==> src/rtl/coloring_gen.sv <==
// Pseudo-random colour stream source that never breaks the triple or 0/1-adjacency rules.
// Optional COLORING_GEN_SEED_EN adds a seed port that reloads the LFSR on every accepted start.
module coloring_gen (
    input  logic       clk,
    input  logic       rst_n,
    input  logic       start,
    input  logic [7:0] len,
    input  logic       ready,
`ifdef COLORING_GEN_SEED_EN
    input  logic [7:0] seed,
`endif
    output logic [1:0] color,
    output logic       valid,
    output logic       busy,
    output logic       done
);

    typedef enum logic [1:0] {
        IDLE = 2'b00,
        RUN  = 2'b01,
        DONE = 2'b10
    } state_t;

    state_t     state_r;
    logic [3:0] hist_r;
    logic [7:0] lfsr_r;
    logic [7:0] remaining_r;
    logic [1:0] color_r;
    logic       valid_r;
    logic       busy_r;
    logic       done_r;

    logic       accept_s;
    logic [3:0] hist_acc_s;
    logic [7:0] lfsr_acc_s;
    logic [7:0] lfsr_start_s;

    function automatic logic [7:0] lfsr_step(input logic [7:0] l);
        lfsr_step = {l[6:0], l[7] ^ l[5] ^ l[4] ^ l[3]};
    endfunction

    function automatic logic is_legal(input logic [3:0] h, input logic [1:0] c);
        logic [1:0] p2;
        logic [1:0] p1;
        p2 = h[3:2];
        p1 = h[1:0];
        is_legal = !((p2 == p1) && (p1 == c)) &&
                   ({p1, c} != 4'b0001) && ({p1, c} != 4'b0100);
    endfunction

    function automatic logic [1:0] pick(input logic [3:0] h, input logic [7:0] l);
        logic [1:0] c0;
        c0 = l[1:0];
        if (is_legal(h, c0))
            pick = c0;
        else if (is_legal(h, c0 + 2'd1))
            pick = c0 + 2'd1;
        else if (is_legal(h, c0 + 2'd2))
            pick = c0 + 2'd2;
        else
            pick = c0 + 2'd3;
    endfunction

    // Next history/LFSR on an accept, and the LFSR value loaded by a start.
    always_comb begin
        accept_s   = valid_r && ready;
        hist_acc_s = {hist_r[1:0], color_r};
        lfsr_acc_s = lfsr_step(lfsr_r);
`ifdef COLORING_GEN_SEED_EN
        lfsr_start_s = (seed == 8'h00) ? 8'hA5 : seed;
`else
        lfsr_start_s = lfsr_r;
`endif
    end

    // Sequencer: colour is precomputed from the next hist/lfsr so it is registered and stable under backpressure.
    always_ff @(posedge clk) begin
        if (!rst_n) begin
            state_r     <= IDLE;
            hist_r      <= 4'hF;
            lfsr_r      <= 8'hA5;
            remaining_r <= 8'd0;
            color_r     <= 2'b00;
            valid_r     <= 1'b0;
            busy_r      <= 1'b0;
            done_r      <= 1'b0;
        end else begin
            case (state_r)
                IDLE: begin
                    done_r <= 1'b0;
                    if (start) begin
                        hist_r      <= 4'hF;
                        lfsr_r      <= lfsr_start_s;
                        remaining_r <= len;
                        if (len != 8'd0) begin
                            state_r <= RUN;
                            valid_r <= 1'b1;
                            busy_r  <= 1'b1;
                            color_r <= pick(4'hF, lfsr_start_s);
                        end else begin
                            state_r <= DONE;
                            done_r  <= 1'b1;
                        end
                    end
                end
                RUN: begin
                    if (accept_s) begin
                        hist_r      <= hist_acc_s;
                        lfsr_r      <= lfsr_acc_s;
                        remaining_r <= remaining_r - 8'd1;
                        if (remaining_r == 8'd1) begin
                            state_r <= DONE;
                            valid_r <= 1'b0;
                            busy_r  <= 1'b0;
                            done_r  <= 1'b1;
                            color_r <= 2'b00;
                        end else begin
                            color_r <= pick(hist_acc_s, lfsr_acc_s);
                        end
                    end
                end
                DONE: begin
                    state_r <= IDLE;
                    done_r  <= 1'b0;
                end
                default: begin
                    state_r <= IDLE;
                    valid_r <= 1'b0;
                    busy_r  <= 1'b0;
                    done_r  <= 1'b0;
                    color_r <= 2'b00;
                end
            endcase
        end
    end

    assign color = color_r;
    assign valid = valid_r;
    assign busy  = busy_r;
    assign done  = done_r;

endmodule

==> config.mk <==
export PLATFORM = sky130hd
export DESIGN_NAME = coloring_gen
export DESIGN_NICKNAME = d
export VERILOG_FILES = /design/src/rtl/coloring_gen.sv
export SDC_FILE = /design/constraint.sdc
export NUM_CORES = 1
export LEC_CHECK = 0
export BUFFER_PORTS_ARGS = -buffer_cell sky130_fd_sc_hd__buf_4
export CORE_MARGIN = 8
export CORE_UTILIZATION = 52
export DETAILED_ROUTE_END_ITERATION = 6
export PLACE_DENSITY = 0.75
export SLEW_MARGIN = 40
export SYNTH_ARGS = -nofsm -noshare
export SYNTH_HDL_FRONTEND = slang
export SYNTH_SLANG_ARGS = --single-unit
export TNS_END_PERCENT = 1
==> constraint.sdc <==
create_clock -name clk -period 2.65 [get_ports clk]
set_input_delay 0.1325 -clock clk [delete_from_list [all_inputs] [get_ports clk]]
set_output_delay 0.1325 -clock clk [all_outputs]
set_load 0.02 [all_outputs]
Word-level counts from Yosys, hierarchy flattened
Index checks and enable logic that the tools add are counted.
{"block": "classes", "n_addsub": 7, "n_eq_ne": 20, "muxes": 32, "bitwise": 4, "n_reduce_logical": 22}
{"operator": "two-way mux 2 bit", "count": 16}
{"operator": "two-way mux 8 bit", "count": 2}
{"operator": "one-hot mux 8 bit (2 select lines)", "count": 1}
{"operator": "!= test 4 x 1 -> 1 bit (second input constant)", "count": 3}
{"operator": "!= test 4 x 3 -> 1 bit (second input constant)", "count": 3}
{"operator": "logical AND 1 bit", "count": 10}
{"operator": "adder 2 bit (second input constant)", "count": 4}
{"operator": "== test 2 bit", "count": 4}
{"operator": "== test 8 x 1 -> 1 bit (second input constant)", "count": 1}
{"operator": "two-way mux 1 bit", "count": 8}
{"operator": "!= test 2 bit (second input constant)", "count": 4}
{"operator": "one-hot mux 2 bit (2 select lines)", "count": 2}
{"operator": "nonzero test 8 bit", "count": 1}
{"operator": "subtractor 8 x 1 -> 8 bit (second input constant)", "count": 1}
{"operator": "== test 2 bit (first input constant)", "count": 3}
{"operator": "one-hot mux 2 bit (3 select lines)", "count": 1}
{"operator": "AND reduction 3 bit", "count": 2}
{"operator": "AND reduction 5 bit", "count": 1}
{"operator": "adder 2 x 1 -> 2 bit (second input constant)", "count": 2}
{"operator": "AND reduction 2 bit", "count": 2}
{"operator": "AND reduction 4 bit", "count": 1}
{"operator": "logical NOT 1 bit", "count": 3}
{"operator": "one-hot mux 1 bit (3 select lines)", "count": 1}
{"operator": "XOR 1 bit", "count": 3}
{"operator": "6 further kinds", "count": 6}
{"block": "word_totals", "reg_bits": 24, "inputBits": 12}

Logic depth before layout (Yosys ltp)
Gate-level depths: netlist of the first run.
{"block": "depth", "word_depth": 15, "ltp_mapped": 12, "depth_no_buf": 12}

Least setup slack after synthesis of the first run
No wires, ideal clock.
{"block": "synth_path", "path_type": "register to register", "start": "register lfsr_r[7]", "end": "register color_r[1], in the netlist color[1]", "setup_time_ns": 0.116, "arrival_ns": 2.442, "required_ns": 2.534, "setup_slack_ns": 0.092, "stages_incl_launch_ff": 13, "n_path_buf": 0, "path_cell_list": "dfxtp_1 > xnor2_1 > xor2_4 > inv_2 > ha_1 > inv_1 > o211ai_1 > o22ai_1 > o21a_2 > o21a_1 > a211o_1 > mux2i_1 > nor2b_1"}
{"block": "synth_between", "elab_chain_cells": 15, "elab_cells_between_ends": 33, "cone_classes": "add/sub: 3; eq/ne: 9; mux: 6; bitwise: 3; reduce/logical: 12"}
{"item": "start: declaration", "line": "26", "text": "logic [7:0] lfsr_r;"}
{"item": "start signal: assignment", "line": "93", "text": "lfsr_r <= lfsr_start_s;"}
{"item": "start signal: assignment", "line": "109", "text": "lfsr_r <= lfsr_acc_s;"}
{"item": "XOR 1 bit * (3 in series)", "line": "39", "text": "lfsr_step = {l[6:0], l[7] ^ l[5] ^ l[4] ^ l[3]};"}
{"item": "net lfsr_acc_s[0]", "line": "35", "text": "logic [7:0] lfsr_acc_s;"}
{"item": "adder 2 bit", "line": "58, 59"}
{"item": "== test 2 bit", "line": "47", "text": "is_legal = !((p2 == p1) && (p1 == c)) &&"}
{"item": "logical AND 1 bit", "line": "47"}
{"item": "logical NOT 1 bit", "line": "47"}
{"item": "logical AND 1 bit", "line": "47"}
{"item": "logical AND 1 bit", "line": "48", "text": "({p1, c} != 4'b0001) && ({p1, c} != 4'b0100);"}
{"item": "two-way mux 2 bit", "line": "58", "text": "else if (is_legal(h, c0 + 2'd2))"}
{"item": "two-way mux 2 bit", "line": "56", "text": "else if (is_legal(h, c0 + 2'd1))"}
{"item": "two-way mux 2 bit *", "line": "54", "text": "if (is_legal(h, c0))"}
{"item": "two-way mux 2 bit *", "line": "111", "text": "if (remaining_r == 8'd1) begin"}
{"item": "two-way mux 2 bit *", "line": "107", "text": "if (accept_s) begin"}
{"item": "one-hot mux 2 bit (3 select lines) *", "line": "88", "text": "case (state_r)"}
{"item": "end signal: assignment", "line": "99", "text": "color_r <= pick(4'hF, lfsr_start_s);"}
{"item": "end signal: assignment", "line": "118", "text": "color_r <= pick(hist_acc_s, lfsr_acc_s);"}
{"item": "end: declaration", "line": "28", "text": "logic [1:0] color_r;"}
Mark *: on every way through the listed nets, which the timed path passes. The rest lies on a longest branch. The select of a mux whose other input is x is not followed.
A chain may end at the register's enable or synchronous reset.

Final worst setup path of the first run
{"block": "layout_path", "start": "register lfsr_r[4]", "end": "register color_r[1], in the netlist color[1]"}
{"block": "layout_between", "elab_chain_cells": 14, "elab_cells_between_ends": 32, "cone_classes": "add/sub: 3; eq/ne: 9; mux: 6; bitwise: 2; reduce/logical: 12"}
{"item": "XOR 1 bit * (2 in series)", "line": "39"}
{"item": "net lfsr_acc_s[0]", "line": "35"}
{"item": "adder 2 bit", "line": "58, 59"}
{"item": "== test 2 bit", "line": "47"}
{"item": "logical AND 1 bit", "line": "47"}
{"item": "logical NOT 1 bit", "line": "47"}
{"item": "logical AND 1 bit", "line": "47"}
{"item": "logical AND 1 bit", "line": "48"}
{"item": "two-way mux 2 bit", "line": "58"}
{"item": "two-way mux 2 bit", "line": "56"}
{"item": "two-way mux 2 bit *", "line": "54"}
{"item": "two-way mux 2 bit *", "line": "111"}
{"item": "two-way mux 2 bit *", "line": "107"}
{"item": "one-hot mux 2 bit (3 select lines) *", "line": "88"}
Marks and branches as above.

==> results of run 1 <==
==> flip-flops by register name, indices dropped and copies added, names as in the netlist <==
signal	count
remaining_r	8
state_r	2
hist_r	2
color	2
done	1
busy	1
lfsr_r	8
==> worst paths after layout <==
kind                           from                endpoint  slack [ns]  cells after the start
min                           rst_n  lfsr_r[5]$_SDFFE_PN1P_        0.12                      2
min reg2reg  lfsr_r[2]$_SDFFE_PN1P_  lfsr_r[3]$_SDFFE_PN0P_        0.47                      2
max          lfsr_r[4]$_SDFFE_PN0P_   color[1]$_SDFFE_PN0P_        0.16                     12
max reg2reg  lfsr_r[4]$_SDFFE_PN0P_   color[1]$_SDFFE_PN0P_        0.16                     12
==> layout make-up <==
type                            count  share of cell area, %
Sequential cell                    24                   26.0
Multi-Input combinational cell    167                   58.1
Timing Repair Buffer               25                   10.0
Inverter                            5                   1.00
Clock buffer                        4                   1.94
Tap cell                           44                   2.95
==> cells by family (layout without fill, tap and decap cells) <==
group | Yosys count | in the layout | share of synthesized area, %
xor gates and xnor gates | 5 | 5 | 4.29
DFF | 24 | 24 | 29.4
muxes | 8 | 8 | 4.90
and+or+nand+nor | 90 | 90 | 26.0
buffers and inverters | 15 | 34 | 6.74
adders and majority gates | 7 | 7 | 5.36
AOI/OAI and AO/OA | 57 | 57 | 23.3
==> power by group through the flow <==
stage,Sequential (mW),Clock [mW],Combinational (mW)
after global placement,0.437,0,0.273
final,0.434,0.191,0.286
after global routing,0.440,0.214,0.319
after detailed placement,0.438,0,0.275
after CTS,0.430,0.197,0.277
after floorplan,0.427,0,0.221
==> metal layers <==
metal / up-vias / GRT usage [%] / part of all wire, %
li1: 774 / - / -
met1: 682 / 18.0 / 48
met2: 33 / 23.1 / 47
met3: 6 / 2.62 / 3.3
met4: 0 / 5.44 / 1.5
met5: - / 0 / 0
==> cell usage in the layout, fill, tap and decap left out, types with 3 or more instances in the layout <==
| cell | n |
|---|---|
| inv_1 | 4 |
| dfxtp_2 | 4 |
| a22oi_1 | 3 |
| nand2b_1 | 4 |
| o211ai_1 | 3 |
| nand2_1 | 30 |
| mux2i_1 | 7 |
| clkbuf_4 | 3 |
| a21oi_1 | 9 |
| nor3_1 | 10 |
| nor2b_1 | 7 |
| ha_1 | 7 |
| buf_4 | 25 |
| a21boi_0 | 4 |
| nand3_1 | 5 |
| o21ai_0 | 13 |
| o22ai_1 | 4 |
| dfxtp_1 | 20 |
| nor4_1 | 4 |
| nor2_1 | 21 |
| a31oi_1 | 3 |
==> synth_stat cells, types with 4 or more instances <==
library cell  instances
o22ai_1               4
a21boi_0              4
ha_1                  7
nand2b_1              4
nor2_1               21
buf_6                 4
o21ai_0              14
nor2b_1               7
nand2_1              30
nor3_1               10
dfxtp_1              24
nand3_1               5
inv_1                 4
mux2i_1               8
nor4_1                4
a21oi_1               9
==> per-stage QoR <==
stage          std cells  cell area, µm²  worst slack [ns]  setup TNS [ns]  power, mW
2_1_floorplan        206            1630            0.0922               0      0.647
3_3_place_gp         264            1780             0.103               0      0.710
3_5_place_dp         264            1780            0.0442               0      0.714
4_1_cts              268            1810            0.0237               0      0.904
5_1_grt              269            1870         -0.000264       -0.000264      0.972
6_report             269            1870             0.158               0      0.911
==> what timing repair did <==
item | in CTS | in global routing
hold buffers | 0 | 0
gates resized for setup | 0 | 10
buffers inserted | 0 | 1
setup endpoints to repair | 0 | 1
==> impl_metrics.ini, run 1 <==
[route]
dr.pass1.iters = 4
route.detailed.vias_per_inst = 5.56
drc = 0
drt_iter0_markers = 75
drtAntennaViolNets = 0
routed_wl_um = 3460
drt-wirelength-per-cell_um = 12.9
vias = 1495

[layout]
fillerInstances = 263
seq_area_um2 = 485
final_util_pct = 61.7
area_growth_pct = 14.4
multi_input_area_mm2 = 0.00108
nets = 245
drive_above_1_share_pct = 18.2
diodes = 0

[timing]
period_needed_ns = 2.49
skew_ns = 0.00698
fmax_ghz = 0.401
relSlewSlack_pct = 55.3
whs_ns = 0.118
tightest_slew_ns = 0.665
post-route-period-util_pct = 94.0
setup_violations = 0
slew_viol_final = 0
hold_viol_final = 0

[setup_path]
path_class = reg2reg
cp_common_cell = xor2_4
critPathMaxFanout = 4
startpoint_type = register
critPathBufInv = 2
cp_data_arrival_time_ns = 2.71
max_stage_delay_ns = 0.41
crit_family = compound AO/OA/AOI/OAI gates
crit_chain = xor2_4 -> xor2_4 -> inv_2 -> ha_1 -> inv_1 -> o211ai_1 -> o22ai_1 -> o21a_2 -> o21a_1 -> a211o_1 -> mux2i_1 -> nor2b_1
slowest_stage = dfxtp_2
worstPathRequired_ns = 2.86
cp-end-kind = register

[logic_synthesis]
async_reset_ff_share_pct = 0
syn_area_per_cell_um2 = 7.93
ys_ff_latch = 24
yosys_warnings = 0
synth_edf_count = 0
syn_inst = 206
synth_area_leaders = dfxtp_1 29%, nand2_1 6.9%, ha_1 5.4%, mux2i_1 4.9%, nor2_1 4.8%
synthesis.area_mm2 = 0.00163
synthDominantCellAreaShare_pct = 29.4
yosysUniqueCellTypes = 48
ys_seq_area_share_pct = 29.4
synth_flop_cell = dfxtp_1
synth_area_leader_cell = dfxtp_1
syn_nets = 225

[floorplan]
ios = 17
die_w_um = 72.0
die_area_mm2 = 0.00519
fp.coreArea_mm2 = 0.00303
initial_core_util_pct = 53.9
rows = 20
die_h_um = 72.0

[clock_network]
clock-sinks = 24
cts_buffers = 3
clk_pin_slew_worst_paths_ns = 0.13
cts.root.buffer_cell = clkbuf_4
cts.htree.levels = 1
tritoncts = done
insertion_delay_ns = 0.31
clockBufferDepth = 2

[global_route]
antenna_found_initial = 0
globalRouteTotalUtil_pct = 14.2
grt_overflow = 0
grt_max_degree = 26
grt_pass1_vias = 1414
grt_pass1_wl_um = 6130

[power]
sw_frac_of_total_pct = 33.6
combPwrFrac_pct = 31.4
netSwitchingPower_mw = 0.306
leakage_nw = 0.784
power_frac_clock_pct = 20.9
pwr-share-seq_pct = 47.6
vdd_drop_max_uv = 304
p_int_mw = 0.605
power_density_mw_per_mm2 = 487

[place]
hpwl_um = 2540
io_buffers = 16
place.gp.congestion = 0.872

[flow_run]
maxCapViolations = 0

[worst_hold_path]
hp-class = in2reg

[run_status]
status = complete, no violations
No activity file was read; power rests on OpenSTA's default activity.
==> run 2, diff against run 1 <==
Settings changed: CORE_UTILIZATION 52 to 55, CTS_BUF_LIST set to sky130_fd_sc_hd__clkbuf_2, PLACE_DENSITY 0.75 to 0.78.
==> impl_metrics.ini, run 2 (synthesized netlist as in run 1, its figures left out) <==
[run_status]
status = complete, no violations

[setup_path]
r2r_end = color[1]$_SDFFE_PN0P_
reg2reg_depth = 12
r2r_slack_ns = 0.12
cp_data_arrival_time_ns = 2.79
startpoint_type = register
worstPathRequired_ns = 2.91
cp-startpoint = lfsr_r[4]$_SDFFE_PN0P_
path_class = reg2reg
critPathMaxFanout = 4
cp-end-kind = register
timing.rr.start = lfsr_r[4]$_SDFFE_PN0P_

[layout]
fillerInstances = 233
final_cell_mix = 30 x nand2_1, 27 x buf_4, 21 x nor2_1
largestRegisters = lfsr_r: 8 flops, remaining_r: 8 flops
drive_above_1_share_pct = 20.7
area_growth_pct = 17.9
multi_input_area_mm2 = 0.00112
nets = 247
layout_commonest_cell = nand2_1
diodes = 0
seq_area_um2 = 493
final_area_mm2 = 0.00193

[route]
routed_wl_um = 3810
drt-wirelength-per-cell_um = 14.8
drt_iter0_markers = 126
drc = 0
vias = 1504
dr.pass1.iters = 4
drtAntennaViolNets = 0
route.detailed.vias_per_inst = 5.83

[worst_hold_path]
hold_start = rst_n
hp-class = in2reg
min_to = lfsr_r[7]$_SDFFE_PN1P_
whs_path_depth = 2

[place]
io_buffers = 16
place_area_mm2 = 0.00176
place.gp.congestion = 1.02
hpwl_um = 2750
dpl_worst_slack_ns = 0.0235

[clock_network]
tritoncts = done
postCtsHoldBufs = 0
insertion_delay_ns = 0.35
clock-sinks = 24
cts_buffers = 3
cts.htree.levels = 1
clk_pin_slew_worst_paths_ns = 0.24
clockBufferDepth = 2
cts.root.buffer_cell = clkbuf_2

[global_route]
globalRouteTotalUtil_pct = 14.8
grt_overflow = 0
grt_pass1_wl_um = 6370
grt_pass1_vias = 1427
antenna_found_initial = 0
grt_max_degree = 26

[power]
leakage_nw = 0.798
vdd_drop_max_uv = 509
power_density_mw_per_mm2 = 514

[timing]
relSlewSlack_pct = 56.7
rsz0062_at_grt = true
slew_viol_final = 0
tightest_slew_ns = 0.645
setup_violations = 0
worst_slack_ns = 0.122
setup_tns_ns = 0
hold_viol_final = 0
skew_ns = 0.0203
whs_ns = 0.0521
post-route-period-util_pct = 95.4
period_needed_ns = 2.53
fmax_ghz = 0.396

[floorplan]
die_area_mm2 = 0.00497
rows = 19
ios = 17
fp.coreArea_mm2 = 0.00278
initial_core_util_pct = 58.7
die_w_um = 70.5
die_h_um = 70.5

[flow_run]
maxCapViolations = 0
-- run 2: cell count changes in the layout (fill, tap and decap cells not counted), moves of 2 or more --
cell | previous run | this run
ha_4 | 0 | 2
dfxtp_2 | 4 | 1
dfxtp_4 | 0 | 3
buf_4 | 25 | 27
ha_1 | 7 | 4
clkbuf_4 | 3 | 0
clkbuf_2 | 0 | 3
-- run 2: cell type report --
| cell class | instances | area share [%] |
|---|---|---|
| sequential | 24 | 25.6 |
| clock buffer | 3 | 0.780 |
| inverter | 5 | 1.10 |
| clock inverter | 1 | 1.56 |
| multi-input combinational | 167 | 58.4 |
| timing repair buffer | 27 | 10.5 |
| tap | 31 | 2.01 |
-- run 2: timing repair --
item                                    4_1_cts  5_1_grt
buffers inserted                              0        3
gates resized for setup                       1       19
endpoints found under the setup margin        1        1
pin swaps                                     0       10
-- run 2: routing by layer --
metal | track usage [%] | share of wire [%]
met5 | 0 | 0
met3 | 2.26 | 3.7
met2 | 26.8 | 51
met1 | 16.9 | 44
met4 | 4.91 | 1.2
-- run 2: worst max-delay path: stages (launching register included) --
cell     delay [ns]
dfxtp_4        0.44
xor2_4         0.21
xor2_4         0.24
inv_4          0.09
ha_1           0.22
mux2i_4        0.19
o31ai_1        0.11
mux2i_1        0.21
o41ai_1        0.10
o21a_1         0.19
a211o_1        0.24
mux2i_1        0.13
nor2b_1        0.06
-- run 2: how the worst max path moves through the flow --
stage | endpoint | slack (ns) | cells after the start
floorplan | color[1]$_SDFFE_PN0P_ | 0.09 | 12
finish | color[1]$_SDFFE_PN0P_ | 0.12 | 12
global placement | color[1]$_SDFFE_PN0P_ | 0.14 | 12
detailed placement | color[1]$_SDFFE_PN0P_ | 0.02 | 12
global route | color[1]$_SDFFE_PN0P_ | -0.05 | 11
CTS | color[1]$_SDFFE_PN0P_ | 0.02 | 12
-- run 2: through the flow --
| step | total power [mW] | utilization [%] | cells |
|---|---|---|---|
| 6_report | 0.990 | 69.2 | 258 |
| 5_1_grt | 1.04 | 69.2 | 258 |
| 3_3_place_gp | 0.706 | 63.3 | 251 |
| 2_1_floorplan | 0.647 | - | 206 |
| 4_1_cts | 0.964 | 65.0 | 255 |
| 3_5_place_dp | 0.717 | 63.3 | 251 |
-- run 2: power breakdown --
group / internal [mW] / switching (mW) / leakage, nW
clock network: 0.130 / 0.114 / 0.0266
registers: 0.388 / 0.0423 / 0.198
logic: 0.148 / 0.167 / 0.574
total: 0.665 / 0.324 / 0.798
